[src/rtl/vga_timing_pkg.sv]
// Default 640x480@60 timing constants and the shared coordinate type for the VGA path.
package vga_timing_pkg;

  localparam int H_VISIBLE_D = 640;
  localparam int H_FRONT_D   = 16;
  localparam int H_SYNC_D    = 96;
  localparam int H_BACK_D    = 48;
  localparam int V_VISIBLE_D = 480;
  localparam int V_FRONT_D   = 10;
  localparam int V_SYNC_D    = 2;
  localparam int V_BACK_D    = 33;

  localparam int H_TOTAL_D = H_VISIBLE_D + H_FRONT_D + H_SYNC_D + H_BACK_D;
  localparam int V_TOTAL_D = V_VISIBLE_D + V_FRONT_D + V_SYNC_D + V_BACK_D;

  // Sync regions are half-open: [START, END).
  localparam int HS_START_D = H_VISIBLE_D + H_FRONT_D;
  localparam int HS_END_D   = HS_START_D + H_SYNC_D;
  localparam int VS_START_D = V_VISIBLE_D + V_FRONT_D;
  localparam int VS_END_D   = VS_START_D + V_SYNC_D;

  typedef logic [9:0] coord_t;

  function automatic coord_t to_coord(input int v);
    return coord_t'(v);
  endfunction

endpackage

[src/rtl/sync_delay.sv]
// N-stage shift register with a per-bit reset value, used to align sync/blank with mapper RGB.
// Only compiled when VGA_SYNC_ALIGN_EN is defined, since nothing else instantiates it.
`ifdef VGA_SYNC_ALIGN_EN
module sync_delay #(
  parameter int           N       = 2,
  parameter int           W       = 1,
  parameter logic [W-1:0] RST_VAL = '0
) (
  input  logic         clk,
  input  logic         rst_n,
  input  logic [W-1:0] d,
  output logic [W-1:0] q
);

  logic [W-1:0] r_stage [N];

  always_ff @(posedge clk or negedge rst_n) begin
    if (!rst_n) begin
      for (int i = 0; i < N; i++) r_stage[i] <= RST_VAL;
    end else begin
      r_stage[0] <= d;
      for (int i = 1; i < N; i++) r_stage[i] <= r_stage[i-1];
    end
  end

  assign q = r_stage[N-1];

endmodule
`endif

[src/rtl/vga_timing_gen.sv]
// Free-running VGA scan/sync generator on the pixel clock; all outputs registered.
// Macro VGA_SYNC_ALIGN_EN delays hs/vs/blank by two cycles to match mapper RGB latency.
module vga_timing_gen
  import vga_timing_pkg::*;
#(
  parameter int H_VISIBLE   = H_VISIBLE_D,
  parameter int H_FRONT     = H_FRONT_D,
  parameter int H_SYNC      = H_SYNC_D,
  parameter int H_BACK      = H_BACK_D,
  parameter int V_VISIBLE   = V_VISIBLE_D,
  parameter int V_FRONT     = V_FRONT_D,
  parameter int V_SYNC      = V_SYNC_D,
  parameter int V_BACK      = V_BACK_D,
  parameter int FRAME_CNT_W = 8
) (
  input  logic                   vga_clk,
  input  logic                   reset_n,
  output coord_t                 DrawX,
  output coord_t                 DrawY,
  output logic                   hs,
  output logic                   vs,
  output logic                   blank,
  output logic                   frame_start,
  output logic [FRAME_CNT_W-1:0] frame_count
);

  localparam int     H_TOTAL  = H_VISIBLE + H_FRONT + H_SYNC + H_BACK;
  localparam int     V_TOTAL  = V_VISIBLE + V_FRONT + V_SYNC + V_BACK;
  localparam coord_t H_LAST   = to_coord(H_TOTAL - 1);
  localparam coord_t V_LAST   = to_coord(V_TOTAL - 1);
  localparam coord_t H_VIS    = to_coord(H_VISIBLE);
  localparam coord_t V_VIS    = to_coord(V_VISIBLE);
  localparam coord_t HS_START = to_coord(H_VISIBLE + H_FRONT);
  localparam coord_t HS_END   = to_coord(H_VISIBLE + H_FRONT + H_SYNC);
  localparam coord_t VS_START = to_coord(V_VISIBLE + V_FRONT);
  localparam coord_t VS_END   = to_coord(V_VISIBLE + V_FRONT + V_SYNC);

  coord_t                 r_hc;
  coord_t                 r_vc;
  logic                   r_hs;
  logic                   r_vs;
  logic                   r_blank;
  logic                   r_frame_start;
  logic [FRAME_CNT_W-1:0] r_frame_count;

  coord_t w_hc_nxt;
  coord_t w_vc_nxt;
  logic   w_h_wrap;
  logic   w_frame_wrap;
  logic   w_hs_nxt;
  logic   w_vs_nxt;
  logic   w_blank_nxt;

  // Decode from next-state counters so the registered flags line up with DrawX/DrawY.
  always_comb begin
    w_h_wrap     = (r_hc == H_LAST);
    w_frame_wrap = w_h_wrap && (r_vc == V_LAST);
    w_hc_nxt     = w_h_wrap ? '0 : r_hc + 10'd1;
    w_vc_nxt     = r_vc;
    if (w_h_wrap) w_vc_nxt = (r_vc == V_LAST) ? '0 : r_vc + 10'd1;
    w_hs_nxt     = !((w_hc_nxt >= HS_START) && (w_hc_nxt < HS_END));
    w_vs_nxt     = !((w_vc_nxt >= VS_START) && (w_vc_nxt < VS_END));
    w_blank_nxt  = (w_hc_nxt < H_VIS) && (w_vc_nxt < V_VIS);
  end

  always_ff @(posedge vga_clk or negedge reset_n) begin
    if (!reset_n) begin
      r_hc          <= '0;
      r_vc          <= '0;
      r_hs          <= 1'b1;
      r_vs          <= 1'b1;
      r_blank       <= 1'b0;
      r_frame_start <= 1'b0;
      r_frame_count <= '0;
    end else begin
      r_hc          <= w_hc_nxt;
      r_vc          <= w_vc_nxt;
      r_hs          <= w_hs_nxt;
      r_vs          <= w_vs_nxt;
      r_blank       <= w_blank_nxt;
      r_frame_start <= w_frame_wrap;
      if (w_frame_wrap) r_frame_count <= r_frame_count + FRAME_CNT_W'(1);
    end
  end

  assign DrawX       = r_hc;
  assign DrawY       = r_vc;
  assign frame_start = r_frame_start;
  assign frame_count = r_frame_count;

`ifdef VGA_SYNC_ALIGN_EN
  logic [2:0] w_sync_dly;

  sync_delay #(
    .N       (2),
    .W       (3),
    .RST_VAL (3'b110)
  ) u_sync_delay (
    .clk   (vga_clk),
    .rst_n (reset_n),
    .d     ({r_hs, r_vs, r_blank}),
    .q     (w_sync_dly)
  );

  assign {hs, vs, blank} = w_sync_dly;
`else
  assign hs    = r_hs;
  assign vs    = r_vs;
  assign blank = r_blank;
`endif

endmodule

[config.mk]
export PLATFORM = sky130hd
export DESIGN_NAME = vga_timing_gen
export DESIGN_NICKNAME = d
export VERILOG_FILES = /design/src/rtl/vga_timing_pkg.sv /design/src/rtl/sync_delay.sv /design/src/rtl/vga_timing_gen.sv
export SDC_FILE = /design/constraint.sdc
export NUM_CORES = 1
export LEC_CHECK = 0
export CAP_MARGIN = 20
export CORE_MARGIN = 1
export CORE_UTILIZATION = 40
export DETAILED_ROUTE_END_ITERATION = 7
export PLACE_DENSITY = 0.72
export SYNTH_ARGS = -nofsm -noshare
export SYNTH_HDL_FRONTEND = slang
export SYNTH_HIERARCHICAL = 1
export SYNTH_SLANG_ARGS = --single-unit
[constraint.sdc]
create_clock -name vga_clk -period 2.4 [get_ports vga_clk]
set_input_delay 0.48 -clock vga_clk [delete_from_list [all_inputs] [get_ports vga_clk]]
set_output_delay 0.48 -clock vga_clk [all_outputs]
set_load 0.05 [all_outputs]
==> impl_metrics.ini, run 1 <==
[route]
viasPerCell = 5.392
ant_nets = 0
wl_met2_um = 1670
vias = 1294
drtIter0Drc = 56
drt_wl_total_um = 3393
drt-met1-wl_um = 1506
dr.pass1.iters = 4
wire_per_inst_um = 14.14
dr_wl_met3_um = 188
drc = 0
top_layer = met4

[placed_design]
port_buffers = 33
hpwl_um = 2485
gp_congestion = 0.8460
placed_cells = 232
pre_cts_slack_ns = 0.07948
dpl_cell_area_mm2 = 0.002008

[power]
power_density_mw_per_mm2 = 497.9
intPower_mw = 0.8497
pwr-share-comb = 0.012
irDropWorstVdd_mv = 0.4945
p_leak_nw = 0.9042
power_switching_mw = 0.2057
p_total_mw = 1.055
power.share.clock = 0.477
seqPwrFrac = 0.511
netSwitchingFraction = 0.1949

[run]
drv_cap = 0

[floorplan]
core_area_mm2 = 0.003799
die-area_mm2 = 0.004358
initial_utilization = 0.4315
top_level_ports = 34
die_height_um = 66.02
row_count = 22
die_w_um = 66.02

[hold_path]
hold_path.class = flip-flop to flip-flop
worstHoldPathCells = 1

[synthesis]
yosysTopAreaCell = dfrtp_1
synth_cell_types = 45
ys.flop_type = dfrtp_1
synthCells = 155
synthTopCellsByArea = dfrtp_1, xnor2_1, xor2_1
synthesis.area_mm2 = 0.001639
seq_area_frac_synth = 0.4901
synthArstFlopShare = 1.000
yosys.area.top_type_share = 0.4580
synth_nets = 162
synth_edf_count = 0
synth_seq_cells = 32
yosys_warnings = 6
synth_area_per_cell_um2 = 10.57

[timing]
slew_viol_final = 0
worst_clock_skew_ns = 0.007014
max_slew_margin = 0.6635
setup_tns_ns = 0
period_share = 0.9056
min_period_ns = 2.174
worstMarginPinSlew_ns = 0.5032
final-hold-violation-count = 0
finalWorstSetupSlack_ns = 0.2265
fmax_mhz = 460.1
finalSetupViolations = 0
rsz0062_at_grt = no
hold_slack_ns = 0.4810

[final_layout]
layout.nets = 198
instances_no_fill = 240
syn2layout_area_growth_pct = 29.31
antenna_cells = 0
fin_area_mm2 = 0.002120
multiInputGateArea_um2 = 772.0
fill_cells = 321
drive_gt1_frac = 0.1406
register_area_um2 = 804.5
fin_util = 0.5580

[clocking]
clock_path_buffers = 2
htree_levels = 2
cts_root_buffer = clkbuf_8
path_clk_slew_ns = 0.07
ctsResizeCount = 0
clkSinkCount = 32
cts_tree = done
clk_latency_ns = 0.29
post_cts_buffers = 0
cts_hold_buf = 0
numCtsBuffers = 5

[setup_path]
slowest_stage = or4_1
path_depth = 6
path_cells = ha_1 -> and4_4 -> nand3_2 -> or4_1 -> a22oi_1 -> a211oi_1
criticalPathCategory = flip-flop to flip-flop
critPathMaxStageDelay_ns = 0.57
worstPathRequired_ns = 2.56
crit_buf_inv = 0
worst_ep_arrival_time_ns = 2.34
start_kind = flip-flop
cp_top_family = simple AND/OR/NAND/NOR gates
endpoint_kind = flip-flop
crit_fanout = 9
r2r_cells = 6

[global_routing]
grt_pass1_wl_um = 5740
track_usage = 0.1769
gr-total-overflow = 0
grt_pass1_vias = 1209
grt_max_degree = 33
antenna_found_initial = 0

[run_status]
status = complete, no violations
==> synth_stat cells, types with 2 or more instances <==
library cell,instances
o31ai_1,3
or3_1,2
nor3_1,2
and2_1,4
nor2_1,7
buf_4,2
buf_2,2
xnor2_1,10
and3_2,2
or4_1,2
inv_1,6
nor4_1,2
ha_1,5
dfrtp_1,30
o21ai_0,3
nand4_1,11
nand2_1,13
nand3_1,5
a21oi_1,4
dfstp_2,2
a211oi_1,2
and4_1,2
xor2_1,8
and3_1,5
==> area by class of cell <==
cell class                      count  share of cell area
Clock buffer                        6             0.03424
Clock inverter                      2             0.01653
Inverter                            6             0.01063
Multi-Input combinational cell    110              0.3642
Sequential cell                    32              0.3796
Tap cell                           48             0.02834
Timing Repair Buffer               36              0.1665
==> layer usage <==
layer,vias to the layer above,global-route usage
li1,628,-
met1,622,0.2190
met2,42,0.2908
met3,2,0.06724
met4,0,0.03989
met5,-,0
==> power groups by stage <==
stage / Clock, mW / Combinational (mW) / Sequential (mW)
after detailed placement: 0 / 0.0134 / 0.549
after global routing: 0.544 / 0.0149 / 0.539
after floorplan: 0 / 0.000000328 / 0.550
final: 0.503 / 0.0124 / 0.540
after CTS: 0.514 / 0.0135 / 0.539
after global placement: 0 / 0.0131 / 0.549
==> final timing paths <==
kind                                               to  slack (ns)                  startpoint
min in group asynchronous  frame_count[1]$_DFFE_PN0P_        0.59                     reset_n
min reg2reg                frame_count[7]$_DFFE_PN0P_        0.48  frame_count[7]$_DFFE_PN0P_
max                                   blank$_DFF_PN0_        0.23          DrawX[1]$_DFF_PN0_
max reg2reg                           blank$_DFF_PN0_        0.23          DrawX[1]$_DFF_PN0_
max in group asynchronous                hs$_DFF_PN1_        1.49                     reset_n
min                        frame_count[7]$_DFFE_PN0P_        0.48  frame_count[7]$_DFFE_PN0P_
==> kinds of logic (layout without fill, tap and decap cells) <==
kind of cell	Yosys count	after routing	share of synthesized area
muxes	1	1	0.006870
buffers and inverters	13	50	0.04121
xor gates and xnor gates	18	18	0.09618
and+or+nand+nor	63	63	0.2282
AOI/OAI and AO/OA	23	23	0.09925
adders and majority gates	5	5	0.03817
DFF	32	32	0.4901
==> placed cells by master, fill, tap and decap left out, types with 2 or more instances in the layout <==
master and instances:
and3_2 2, nand2_1 13, and2_1 3, ha_1 5, nor3_1 2, xnor2_1 10, inv_1 6, o31ai_1 3
nand4_1 11, nand3_1 5, dfrtp_1 29, and3_1 5, nor4_1 2, a21oi_1 4, buf_4 3, and2_2 2
dfstp_2 2, nor2_1 7, or3_1 2, or4_1 2, a211oi_1 2, clkdlybuf4s50_1 33, o21ai_0 3, xor2_1 8
clkbuf_8 5
==> registers in the layout (all words and copies together) (netlist names) <==
name and count:
frame_start 1, blank 1, DrawY 10, frame_count 8, vs 1, DrawX 10
hs 1
No activity file was read; power rests on OpenSTA's default activity.
==> run 2, diff against run 1 <==
Settings changed: SYNTH_HIERARCHICAL 1 to default.
==> results of run 2 <==
The final DEF is identical to that of run 1; final timing and power are the same.
Among the figures that moved: Yosys warning count 6 -> 0
==> run 3, diff against run 2 <==
Settings changed: CORE_UTILIZATION 40 to 35, PLACE_DENSITY 0.72 to 0.65.
Clock period 2.4 ns to 2.6 ns, I/O delays scaled along.
==> impl_metrics.ini, run 3 <==
[run_status]
status = complete, no violations

[hold_path]
worstHoldPathCells = 1
hold_path.class = flip-flop to flip-flop
whs_endpoint = frame_count[7]$_DFFE_PN0P_
worstHoldStart = frame_count[7]$_DFFE_PN0P_

[synthesis]
synthTopCellsByArea = dfrtp_1, xnor2_1, xor2_1
synth_nets = 162
synthArstFlopShare = 1.000
synth_top_family_by_area = simple AND/OR/NAND/NOR gates
synthMuxAreaShare = 0.006870
synth_seq_cells = 32
synth-compound-area-share = 0.09924
synth_xor_area_frac = 0.09618
synthAdderAreaFrac = 0.03817
yosys_warnings = 0
synthSimpleGateAreaFrac = 0.2282
synth_area_per_cell_um2 = 10.57
synth_edf_count = 0
synthesis.area_mm2 = 0.001639
synth.most_common_cell = dfrtp_1
synthCells = 155
yosysTopAreaCell = dfrtp_1
yosys-top-cells-count = dfrtp_1, nand2_1, nand4_1
seq_area_frac_synth = 0.4901
ys.flop_type = dfrtp_1
yosys.area.top_type_share = 0.4580
synth_cell_types = 45

[route]
drtIter0Drc = 68
vias = 1309
drc = 0
viasPerCell = 5.387
dr.pass1.iters = 4
drt_wl_total_um = 3629
ant_nets = 0
wire_per_inst_um = 14.93

[floorplan]
die-area_mm2 = 0.004960
initial_utilization = 0.3713
top_level_ports = 34
die_w_um = 70.43
row_count = 24
die_height_um = 70.43
core_area_mm2 = 0.004414

[timing]
worst_clock_skew_ns = 0.008439
rsz0062_at_grt = no
min_period_ns = 2.422
period_share = 0.9314
worstMarginPinSlew_ns = 0.5079
fmax_mhz = 412.9
max_slew_margin = 0.6603
finalWorstSetupSlack_ns = 0.1783
final-hold-violation-count = 0
hold_slack_ns = 0.4829
slew_viol_final = 0
finalSetupViolations = 0
setup_tns_ns = 0

[clocking]
htree_levels = 2
cts_tree = done
ctsResizeCount = 0
clkSinkCount = 32
clock_path_buffers = 2
path_clk_slew_ns = 0.07
cts_root_buffer = clkbuf_8
clk_latency_ns = 0.29
numCtsBuffers = 5
post_cts_buffers = 0
cts_hold_buf = 0

[setup_path]
endpoint_kind = flip-flop
worstPathRequired_ns = 2.77
start_kind = flip-flop
rrSetupSlack_ns = 0.18
crit_fanout = 12
r2r_cells = 6
worst_ep_arrival_time_ns = 2.59
criticalPathCategory = flip-flop to flip-flop
r2r-start = DrawX[0]$_DFF_PN0_
reg2reg_to = blank$_DFF_PN0_

[final_layout]
fin_util = 0.4785
syn2layout_area_growth_pct = 28.86
antenna_cells = 0
fill_cells = 407
final_cell_mix = clkdlybuf4s50_1, dfrtp_1, nand2_1, nand4_1, xnor2_1
drive_gt1_frac = 0.1204
fin_area_mm2 = 0.002112
instances_no_fill = 243
final_common_cell = clkdlybuf4s50_1
layout.nets = 197

[global_routing]
gr-total-overflow = 0
grt_pass1_wl_um = 6175
antenna_found_initial = 0
grt_pass1_vias = 1329
grt_max_degree = 33
track_usage = 0.1609

[placed_design]
placed_cells = 235
dpl_cell_area_mm2 = 0.002004
port_buffers = 33
gp_congestion = 0.9001
pre_cts_slack_ns = 0.2418
hpwl_um = 2618

[power]
irDropWorstVdd_mv = 0.2952
p_leak_nw = 0.8989
p_total_mw = 0.9819
power_density_mw_per_mm2 = 464.9

[run]
drv_cap = 0
## run 3: area by class of cell
class | count | area, µm² | area share
multi-input combinational | 110 | 768.2 | 0.3637
inverter | 6 | 22.52 | 0.01066
clock buffer | 6 | 72.57 | 0.03436
clock inverter | 2 | 35.03 | 0.01659
timing repair buffer | 35 | 345.3 | 0.1635
tap | 52 | 65.06 | 0.03081
sequential | 32 | 803.3 | 0.3803
## run 3: worst max path at each step
stage	slack [ns]	cells past startpoint	from	end
4_1_cts	0.22	6	DrawX[0]$_DFF_PN0_	blank$_DFF_PN0_
3_3_place_gp	0.33	6	DrawX[0]$_DFF_PN0_	blank$_DFF_PN0_
2_1_floorplan	0.20	10	DrawX[0]$_DFF_PN0_	vs$_DFF_PN1_
3_5_place_dp	0.24	5	DrawX[0]$_DFF_PN0_	frame_count[1]$_DFFE_PN0P_
6_report	0.18	6	DrawX[0]$_DFF_PN0_	blank$_DFF_PN0_
5_1_grt	0.07	6	DrawX[0]$_DFF_PN0_	vs$_DFF_PN1_
## run 3: cells by family after synthesis
group	after synthesis
compound gates	23
xor+xnor	18
fa+ha+maj	5
buf+inv	13
flops	32
mux	1
simple gates	63
## run 3: critical path, cell delays in order, from the launching register on
cell      delay, ns
dfrtp_1        0.44
ha_1           0.23
and4_1         0.38
nand3_2        0.27
or4_1          0.60
a22oi_1        0.27
a211oi_1       0.10
## run 3: power breakdown
| part | leakage (nW) | internal [mW] | switching [mW] |
|---|---|---|---|
| sequential | 0.421 | 0.498 | 0 |
| combinational | 0.423 | 0.00229 | 0.00939 |
| clock | 0.0552 | 0.284 | 0.188 |
## run 3: routing by layer
metal | wire length, µm | vias up | global-route usage | share of wire
met1 | 1661 | 630 | 0.2048 | 0.46
met5 | 0 | - | 0 | 0
met2 | 1715 | 49 | 0.2603 | 0.47
met4 | 55 | 0 | 0.06444 | 0.015
li1 | - | 624 | - | -
met3 | 197 | 6 | 0.04040 | 0.054
